==> config.mk <==
export PLATFORM = sky130hd
export DESIGN_NAME = fetch_sequencer
export DESIGN_NICKNAME = d
export VERILOG_FILES = /design/src/rtl/fetch_pkg.sv /design/src/rtl/fetch_next_pc.sv /design/src/rtl/fetch_sequencer.sv
export SDC_FILE = /design/constraint.sdc
export NUM_CORES = 1
export LEC_CHECK = 0
export CAP_MARGIN = 30
export CORE_MARGIN = 3
export CORE_UTILIZATION = 25
export CTS_BUF_LIST = sky130_fd_sc_hd__clkbuf_2 sky130_fd_sc_hd__clkbuf_4 sky130_fd_sc_hd__clkbuf_8
export CTS_CLUSTER_SIZE = 25
export DETAILED_ROUTE_END_ITERATION = 10
export PLACE_DENSITY = 0.59
export SLEW_MARGIN = 20
export SYNTH_ARGS = -nofsm -noshare
export SYNTH_HDL_FRONTEND = slang
export SYNTH_HIERARCHICAL = 1
export SYNTH_SLANG_ARGS = --single-unit
==> constraint.sdc <==
create_clock -name clk -period 7.78 [get_ports clk]
set_input_delay 1.556 -clock clk [delete_from_list [all_inputs] [get_ports clk]]
set_output_delay 1.556 -clock clk [all_outputs]
set_load 0.02 [all_outputs]
==> src/rtl/fetch_pkg.sv <==
// fetch_pkg: shared types and constants for the instruction-fetch sequencer.
package fetch_pkg;
    typedef enum logic [1:0] {IDLE, FETCH, EXEC, HALTED} state_t;
    typedef enum logic [1:0] {SEL_SEQ, SEL_BR, SEL_JALR, SEL_TRAP} sel_t;
    localparam logic [1:0]  ALIGN_MASK   = 2'b11;
    localparam logic [31:0] RESET_PC_DEF = 32'h0000_0000;
    localparam logic [31:0] TRAP_VEC_DEF = 32'h0000_0100;
endpackage

==> src/rtl/fetch_next_pc.sv <==
// fetch_next_pc: priority next-PC mux with branch adder and target alignment check.
module fetch_next_pc
    import fetch_pkg::*;
#(
    parameter logic [31:0] TRAP_VEC = TRAP_VEC_DEF
) (
    input  logic [31:0] pc,
    input  logic        trap,
    input  logic        jalr_valid,
    input  logic [31:0] jalr_target,
    input  logic        branch_taken,
    input  logic [31:0] branch_offset,
    output logic [31:0] next_pc,
    output sel_t        sel,
    output logic        misalign
);
    logic [31:0] target;
    always_comb begin
        sel      = trap ? SEL_TRAP : jalr_valid ? SEL_JALR : branch_taken ? SEL_BR : SEL_SEQ;
        target   = (sel == SEL_JALR) ? (jalr_target & ~32'd1) : pc + branch_offset;
        misalign = (sel == SEL_JALR || sel == SEL_BR) && |(target[1:0] & ALIGN_MASK);
        next_pc  = (sel == SEL_TRAP || misalign) ? TRAP_VEC :
                   (sel == SEL_SEQ) ? pc + 32'd4 : target;
    end
endmodule

==> src/rtl/fetch_sequencer.sv <==
// fetch_sequencer: owns the PC, runs the imem req/ack handshake and sequences fetch/execute.
module fetch_sequencer
    import fetch_pkg::*;
#(
    parameter logic [31:0] RESET_PC = RESET_PC_DEF,
    parameter logic [31:0] TRAP_VEC = TRAP_VEC_DEF
) (
    input  logic        clk,
    input  logic        reset,
    input  logic        run,
    output logic        imem_req,
    output logic [31:0] imem_addr,
    input  logic        imem_ack,
    input  logic [31:0] imem_rdata,
    output logic        instr_valid,
    output logic [31:0] instr,
    output logic [31:0] pc_out,
    output logic [31:0] pc_plus_4,
    input  logic        branch_taken,
    input  logic [31:0] branch_offset,
    input  logic        jalr_valid,
    input  logic [31:0] jalr_target,
    input  logic        trap,
    input  logic        halt,
    output logic        misalign_fault,
    output logic [31:0] instret
);
    state_t      state_q, state_d;
    logic [31:0] pc_q, pc_d, instr_q, instr_d, instret_q, instret_d, next_pc;
    logic        req_q, req_d, misalign_q, misalign_d, misalign;
    sel_t        sel;

    fetch_next_pc #(.TRAP_VEC(TRAP_VEC)) u_next_pc (
        .pc            (pc_q),
        .trap          (trap),
        .jalr_valid    (jalr_valid),
        .jalr_target   (jalr_target),
        .branch_taken  (branch_taken),
        .branch_offset (branch_offset),
        .next_pc       (next_pc),
        .sel           (sel),
        .misalign      (misalign)
    );

    always_comb begin
        state_d    = state_q;
        pc_d       = pc_q;
        instr_d    = instr_q;
        instret_d  = instret_q;
        misalign_d = 1'b0;
        case (state_q)
            IDLE:  state_d = run ? FETCH : IDLE;
            FETCH: begin
                instr_d = imem_ack ? imem_rdata : instr_q;
                state_d = imem_ack ? EXEC : FETCH;
            end
            EXEC: begin
                pc_d       = next_pc;
                misalign_d = misalign;
                instret_d  = (sel != SEL_TRAP && !misalign) ? instret_q + 32'd1 : instret_q;
                state_d    = (halt && !trap) ? HALTED : run ? FETCH : IDLE;
            end
            default: state_d = HALTED;
        endcase
        // Request is registered: it rises with entry into FETCH and drops with the acking edge.
        req_d = (state_d == FETCH);
    end

    always_ff @(posedge clk or posedge reset) begin
        if (reset) begin
            state_q    <= IDLE;
            pc_q       <= RESET_PC;
            instr_q    <= '0;
            instret_q  <= '0;
            req_q      <= 1'b0;
            misalign_q <= 1'b0;
        end else begin
            state_q    <= state_d;
            pc_q       <= pc_d;
            instr_q    <= instr_d;
            instret_q  <= instret_d;
            req_q      <= req_d;
            misalign_q <= misalign_d;
        end
    end

    assign imem_req       = req_q;
    assign imem_addr      = pc_q;
    assign pc_out         = pc_q;
    assign pc_plus_4      = pc_q + 32'd4;
    assign instr          = instr_q;
    assign instr_valid    = (state_q == EXEC);
    assign misalign_fault = misalign_q;
    assign instret        = instret_q;
endmodule

==> results of run 1 <==
routing by layer:
metal	vias to the layer above	wire, µm
met2	232	12870
met1	3491	12520
met4	0	664
met3	37	1481
li1	3611	-
met5	-	0
registers in the layout (all words and copies together) (netlist names):
signal          cells
imem_addr          32
misalign_fault      1
imem_req            1
instret            32
state_q             2
instr              32
worst min-delay path: stages (launching register included):
cell and delay (ns):
dfrtp_1 0.36, nand2_1 0.05, nand2_1 0.05
path summary, 6_finish.rpt:
| kind | depth (start not counted) | endpoint | start |
|---|---|---|---|
| max | 6 | pc_plus_4[27] | imem_addr[8] |
| min | 2 | instr[14] | instr[14] |
| min reg2reg | 2 | instr[14] | instr[14] |
| max reg2reg | 10 | instret[18] | imem_addr[0] |
| min in group asynchronous | 2 | instr[20] | reset |
| max in group asynchronous | 4 | instr[25] | reset |
cell usage in the layout, fill, tap and decap left out, drive strengths merged, types with 4 or more instances in the layout:
cell type / count
nor2: 58
a31oi: 7
o21bai: 5
nand2: 180
dfrtp: 100
o221ai: 4
or2: 6
nor2b: 8
a21o: 17
clkdlybuf4s50: 265
a221oi: 4
inv: 26
clkbuf: 9
and4: 12
mux2: 29
a21oi: 50
ha: 37
and3: 20
xor2: 41
nand4: 18
buf: 8
a211oi: 18
and2: 6
o21ai: 29
nor3: 20
o211ai: 6
o21a: 5
nand3: 41
xnor2: 66
logic make-up (layout without fill, tap and decap cells):
logic type,after synthesis,after routing,share of synthesized area (%)
flops,100,100,32.02
mux,32,32,4.610
buf+inv,92,312,6.147
fa+ha+maj,38,38,6.179
simple gates,385,385,24.33
compound gates,164,164,14.73
other cells,0,1,0
xor+xnor,107,107,11.99
stage by stage:
stage / instances / cell area [µm²] / hold WS [ns]
after floorplan: 918 / 7816 / 0.5270
after global routing: 1535 / 10900 / 0.5103
after detailed placement: 1518 / 10680 / 0.4608
final: 1535 / 10900 / 0.4851
after global placement: 1516 / 10630 / 0.4577
after CTS: 1534 / 10890 / 0.4881
area by class of cell:
class,count,area share (%)
flip-flops and latches,100,22.96
inverters,23,0.8152
well taps,396,4.547
clock inverters,7,0.8497
diodes,1,0.02296
multi-input cells,726,44.47
clock buffers,9,1.137
repair buffers,273,25.19
power by group:
part	switching (µW)	leakage [µW]	total, µW	internal, µW
clock network	219	0.000109	376	157
registers	271	0.00130	932	662
logic	1040	0.00318	1980	939
==> results.sh, run 1 <==
export IMPL_first_pass_iters=5
export IMPL_synth_seq_cells=100
export IMPL_coreArea_mm2=0.03067
export IMPL_synth_top_area_share_pct=32.02
export IMPL_dp_worst_setup_slack_ns=2.793
export IMPL_cp_top_family="simple AND/OR/NAND/NOR gates"
export IMPL_grt_start_max_net_pins=44
export IMPL_period_share_pct=63.37
export IMPL_rsz0062_at_grt="false"
export IMPL_grt_pass1_wl_mm=41.91
export IMPL_post_cts_buffers=0
export IMPL_grt_met1_usage_pct=22.11
export IMPL_worst_ep_required_time_ns=6.22
export IMPL_dp_hpwl_mm=20.90
export IMPL_synth_ff_type="dfrtp_1"
export IMPL_power_leakage_uw=0.004589
export IMPL_drt_total_wl_mm=27.54
export IMPL_syn_inst=918
export IMPL_synthTopCellsByArea="dfrtp_1 (32%), nand2_1 (8.6%), xnor2_1 (7.4%)"
export IMPL_rows=64
export IMPL_nFillCells=3145
export IMPL_outcome="finished clean"
export IMPL_path_cells="nand4_1 > nor3_1 > or4b_4 > nor2_1 > xor2_1 > clkdlybuf4s50_1"
export IMPL_gr_usage_met3_pct=3.015
export IMPL_htree_levels=3
export IMPL_path_clk_slew_ns=0.10
export IMPL_cts_hold_buf=0
export IMPL_cp_start_kind="flop"
export IMPL_p_total_uw=3290
export IMPL_detail_route_wl_per_cell_um=17.94
export IMPL_io_pins=267
export IMPL_ant_nets=0
export IMPL_arrival_ns=3.37
export IMPL_cts_root_buf="clkbuf_8"
export IMPL_synth_area_mm2=0.007816
export IMPL_critPathKind="flop to output pin"
export IMPL_drive_gt1_share_pct=8.260
export IMPL_cts_sinks=100
export IMPL_slew_violations=0
export IMPL_ys_types=77
export IMPL_die_area_mm2=0.03342
export IMPL_drt_initial_drc_count=498
export IMPL_period_minus_slack_ns=4.930
export IMPL_fmax_mhz=202.8
export IMPL_setup_slack_ns=2.850
export IMPL_skew_ns=0.02326
export IMPL_ir_drop_mv=0.1544
export IMPL_ys_seq_area_share_pct=32.02
export IMPL_cts_buffers=9
export IMPL_worst_path_max_delay_cell="clkdlybuf4s50_1"
export IMPL_clock_latency_ns=0.40
export IMPL_antenna_found_initial=1
export IMPL_multi_input_area_mm2=0.004846
export IMPL_yosys_area_top_type="dfrtp_1"
export IMPL_routabilityCongestion=0.8693
export IMPL_seqCellArea_mm2=0.002502
export IMPL_grt_busiest_layer="met2"
export IMPL_cellPowerDensity_mw_per_mm2=301.9
export IMPL_setup_viol=0
export IMPL_yosysMostFrequentCell="nand2_1"
export IMPL_cp_max_fo=12
export IMPL_grt_overflow=0
export IMPL_post_route_util_pct=35.53
export IMPL_synth_edf_count=0
export IMPL_syn_avg_cell_area_um2=8.514
export IMPL_portBuffers=265
export IMPL_die_w_um=182.8
export IMPL_fin_nets=1275
export IMPL_worstMarginPinSlew_ns=0.6755
export IMPL_worst_path_buf_inv=1
export IMPL_synth_fp_nets=1060
export IMPL_synthTopCellsByCount="nand2_1 (179), dfrtp_1 (100), xnor2_1 (66)"
export IMPL_drc=0
export IMPL_cp_slowest_stage_delay_ns=0.68
export IMPL_r2r_slack_ns=4.57
export IMPL_hold_path_class="flop to flop"
export IMPL_met2_usage_pct=25.27
export IMPL_synthToLayoutAreaGrowth_pct=39.41
export IMPL_setup_tns_ns=0
export IMPL_hold_viol_final=0
export IMPL_cts_repair_resized=0
export IMPL_slew_limit_headroom_pct=54.55
export IMPL_cts_buffer_depth=2
export IMPL_via_per_inst=4.802
export IMPL_vias=7371
export IMPL_yosysWarnings=6
export IMPL_die_h_um=182.8
export IMPL_end_kind="output pin"
export IMPL_maxCapViolations=0
export IMPL_grt_pass1_vias=7124
export IMPL_start_util_pct=25.49
export IMPL_grtUsageTotal_pct=15.92
export IMPL_async_flop_share_pct=100.0
export IMPL_cts_tree="built"
Note: power is estimated with default switching activity, not from simulation.
==> inputs of run 2 (changes only) <==
--- a/config.mk
+++ b/config.mk
@@ -11,7 +11,7 @@
 export CTS_BUF_LIST = sky130_fd_sc_hd__clkbuf_2 sky130_fd_sc_hd__clkbuf_4 sky130_fd_sc_hd__clkbuf_8
 export CTS_CLUSTER_SIZE = 25
 export DETAILED_ROUTE_END_ITERATION = 10
-export PLACE_DENSITY = 0.59
+export PLACE_DENSITY = 0.61
 export SLEW_MARGIN = 20
 export SYNTH_ARGS = -nofsm -noshare
 export SYNTH_HDL_FRONTEND = slang
==> constraint.sdc (replaced) <==
create_clock -name clk -period 4.52 [get_ports clk]
set_input_delay 0.904 -clock clk [delete_from_list [all_inputs] [get_ports clk]]
set_output_delay 0.904 -clock clk [all_outputs]
set_load 0.02 [all_outputs]
==> run 2 against run 1 <==
Against the previous run: via count is 0.90% higher; wire length is 0.15% higher; die area stayed put; flip-flop and latch count stayed put; worst setup slack worse by 2.5 ns; worst hold slack worse by 0.0040 ns; cell area is 0.49% higher; first-iteration DRC count is 16% lower; largest power group unchanged; highest routed layer unchanged.
==> results.sh, run 2 (same netlist as run 1, synthesis figures left out) <==
export IMPL_grt_pass1_vias=7189
export IMPL_end_kind="output pin"
export IMPL_coreArea_mm2=0.03067
export IMPL_design_area_mm2=0.01095
export IMPL_fin_nets=1290
export IMPL_cts_hold_buf=0
export IMPL_grt_overflow=0
export IMPL_skew_ns=0.01197
export IMPL_critPathKind="flop to output pin"
export IMPL_grt_pass1_wl_mm=41.99
export IMPL_routabilityCongestion=0.8507
export IMPL_hold_ws_ns=0.4811
export IMPL_cts_buffer_depth=2
export IMPL_via_per_inst=4.798
export IMPL_cellPowerDensity_mw_per_mm2=519.2
export IMPL_cts_sinks=100
export IMPL_drc=0
export IMPL_die_h_um=182.8
export IMPL_clock_latency_ns=0.39
export IMPL_drive_gt1_share_pct=9.540
export IMPL_arrival_ns=3.22
export IMPL_cts_repair_resized=0
export IMPL_placed_cells=1533
export IMPL_first_pass_iters=5
export IMPL_setup_viol=0
export IMPL_final_common_cell="clkdlybuf4s50_1"
export IMPL_cts_root_buf="clkbuf_8"
export IMPL_antenna_found_initial=1
export IMPL_cp_max_fo=10
export IMPL_clockPowerShare_pct=10.4
export IMPL_power_switching_uw=2657
export IMPL_period_share_pct=91.23
export IMPL_dp_hpwl_mm=21.06
export IMPL_ant_nets=0
export IMPL_netSwitchingFraction_pct=46.74
export IMPL_cts_buffers=9
export IMPL_htree_levels=3
export IMPL_die_area_mm2=0.03342
export IMPL_rows=64
export IMPL_vias=7437
export IMPL_hold_path_class="flop to flop"
export IMPL_power_frac_seq_pct=26.0
export IMPL_synthToLayoutAreaGrowth_pct=40.10
export IMPL_drt_initial_drc_count=419
export IMPL_stdcell_count=1550
export IMPL_path_clk_slew_ns=0.11
export IMPL_hold_viol_final=0
export IMPL_outcome="finished clean"
export IMPL_io_pins=267
export IMPL_start_util_pct=25.49
export IMPL_drt_total_wl_mm=27.58
export IMPL_slew_limit_headroom_pct=46.59
export IMPL_post_cts_buffers=0
export IMPL_slew_violations=0
export IMPL_rsz0062_at_grt="false"
export IMPL_grtUsageTotal_pct=15.92
export IMPL_ir_drop_mv=0.2833
export IMPL_p_total_uw=5686
export IMPL_placed_cell_area_mm2=0.01076
export IMPL_cts_tree="built"
export IMPL_power_leakage_uw=0.004639
export IMPL_period_minus_slack_ns=4.124
export IMPL_final_cell_mix="clkdlybuf4s50_1 (265), nand2_1 (179), dfrtp_1 (100)"
export IMPL_grt_start_max_net_pins=58
export IMPL_fmax_mhz=242.5
export IMPL_worstMarginPinSlew_ns=0.8012
export IMPL_p_comb_share_pct=63.5
export IMPL_die_w_um=182.8
export IMPL_setup_tns_ns=0
export IMPL_worst_ep_required_time_ns=3.62
export IMPL_maxCapViolations=0
export IMPL_cp_start_kind="flop"
export IMPL_detail_route_wl_per_cell_um=17.79
export IMPL_portBuffers=265
export IMPL_p_int_uw=3028
[run 2: cell types whose count changed in the layout (fill, tap and decap cells not counted)]
cell and change:
ha_1 -1, bufinv_16 -1, clkinvlp_4 +1, buf_4 +17, buf_16 -1, ha_2 +1
buf_12 -1, clkbuf_4 +1, inv_8 +1, inv_6 -1, clkinv_8 -1
[run 2: path summary, 6_finish.rpt]
kind	depth (start not counted)	endpoint	slack (ns)	start
setup / recovery	6	pc_plus_4[26]	0.40	imem_addr[11]
hold / removal	1	instret[31]	0.48	instret[31]
setup reg to reg	10	instret[18]	1.34	imem_addr[0]
hold reg to reg	1	instret[31]	0.48	instret[31]
max in group asynchronous	3	misalign_fault	2.66	reset
min in group asynchronous	2	instr[20]	1.01	reset
[run 2: power by group through the flow]
stage / logic, µW / clock network, µW / registers [µW]
after floorplan: 1850 / 0 / 1790
after global placement: 3580 / 0 / 1490
after detailed placement: 3600 / 0 / 1500
after CTS: 3620 / 618 / 1480
after global routing: 3870 / 654 / 1530
final: 3610 / 594 / 1480
[run 2: cell type report]
cell class	count	area, µm²
clock buffers	10	131.4
flip-flops and latches	100	2502
clock inverters	6	56.30
inverters	23	88.84
fillers	3170	19720
well taps	396	495.5
diodes	1	2.502
multi-input cells	726	4848
repair buffers	288	2825
[run 2: metal layers]
layer | part of all wire, % | track usage [%]
met1 | 45 | 21.45
met4 | 3.1 | 5.413
met5 | 0 | 0
met3 | 5.8 | 3.372
met2 | 46 | 25.48
[run 2: metrics by stage]
stage | utilization, % | setup WS (ns)
2_1_floorplan | - | 0.9972
3_5_place_dp | 35.08 | 0.4049
4_1_cts | 35.70 | 0.3771
5_1_grt | 35.71 | 0.2839
3_3_place_gp | 35.08 | 0.4565
6_report | 35.71 | 0.3962
[run 2: worst max-delay path, cell delays in order (launching register included)]
cell and delay (ns):
dfrtp_1 0.58, and4_4 0.34, nand3_4 0.12, or4_4 0.56, nor3_2 0.19, xor2_1 0.35
clkdlybuf4s50_1 0.69
==> inputs of run 3 (changes only) <==
--- a/config.mk
+++ b/config.mk
@@ -5,6 +5,7 @@
 export SDC_FILE = /design/constraint.sdc
 export NUM_CORES = 1
 export LEC_CHECK = 0
+export ABC_CLOCK_PERIOD_IN_PS = 4520
 export CAP_MARGIN = 30
 export CORE_MARGIN = 3
 export CORE_UTILIZATION = 25
==> results of run 3 <==
The final DEF is identical to that of run 2; final timing and power are the same.
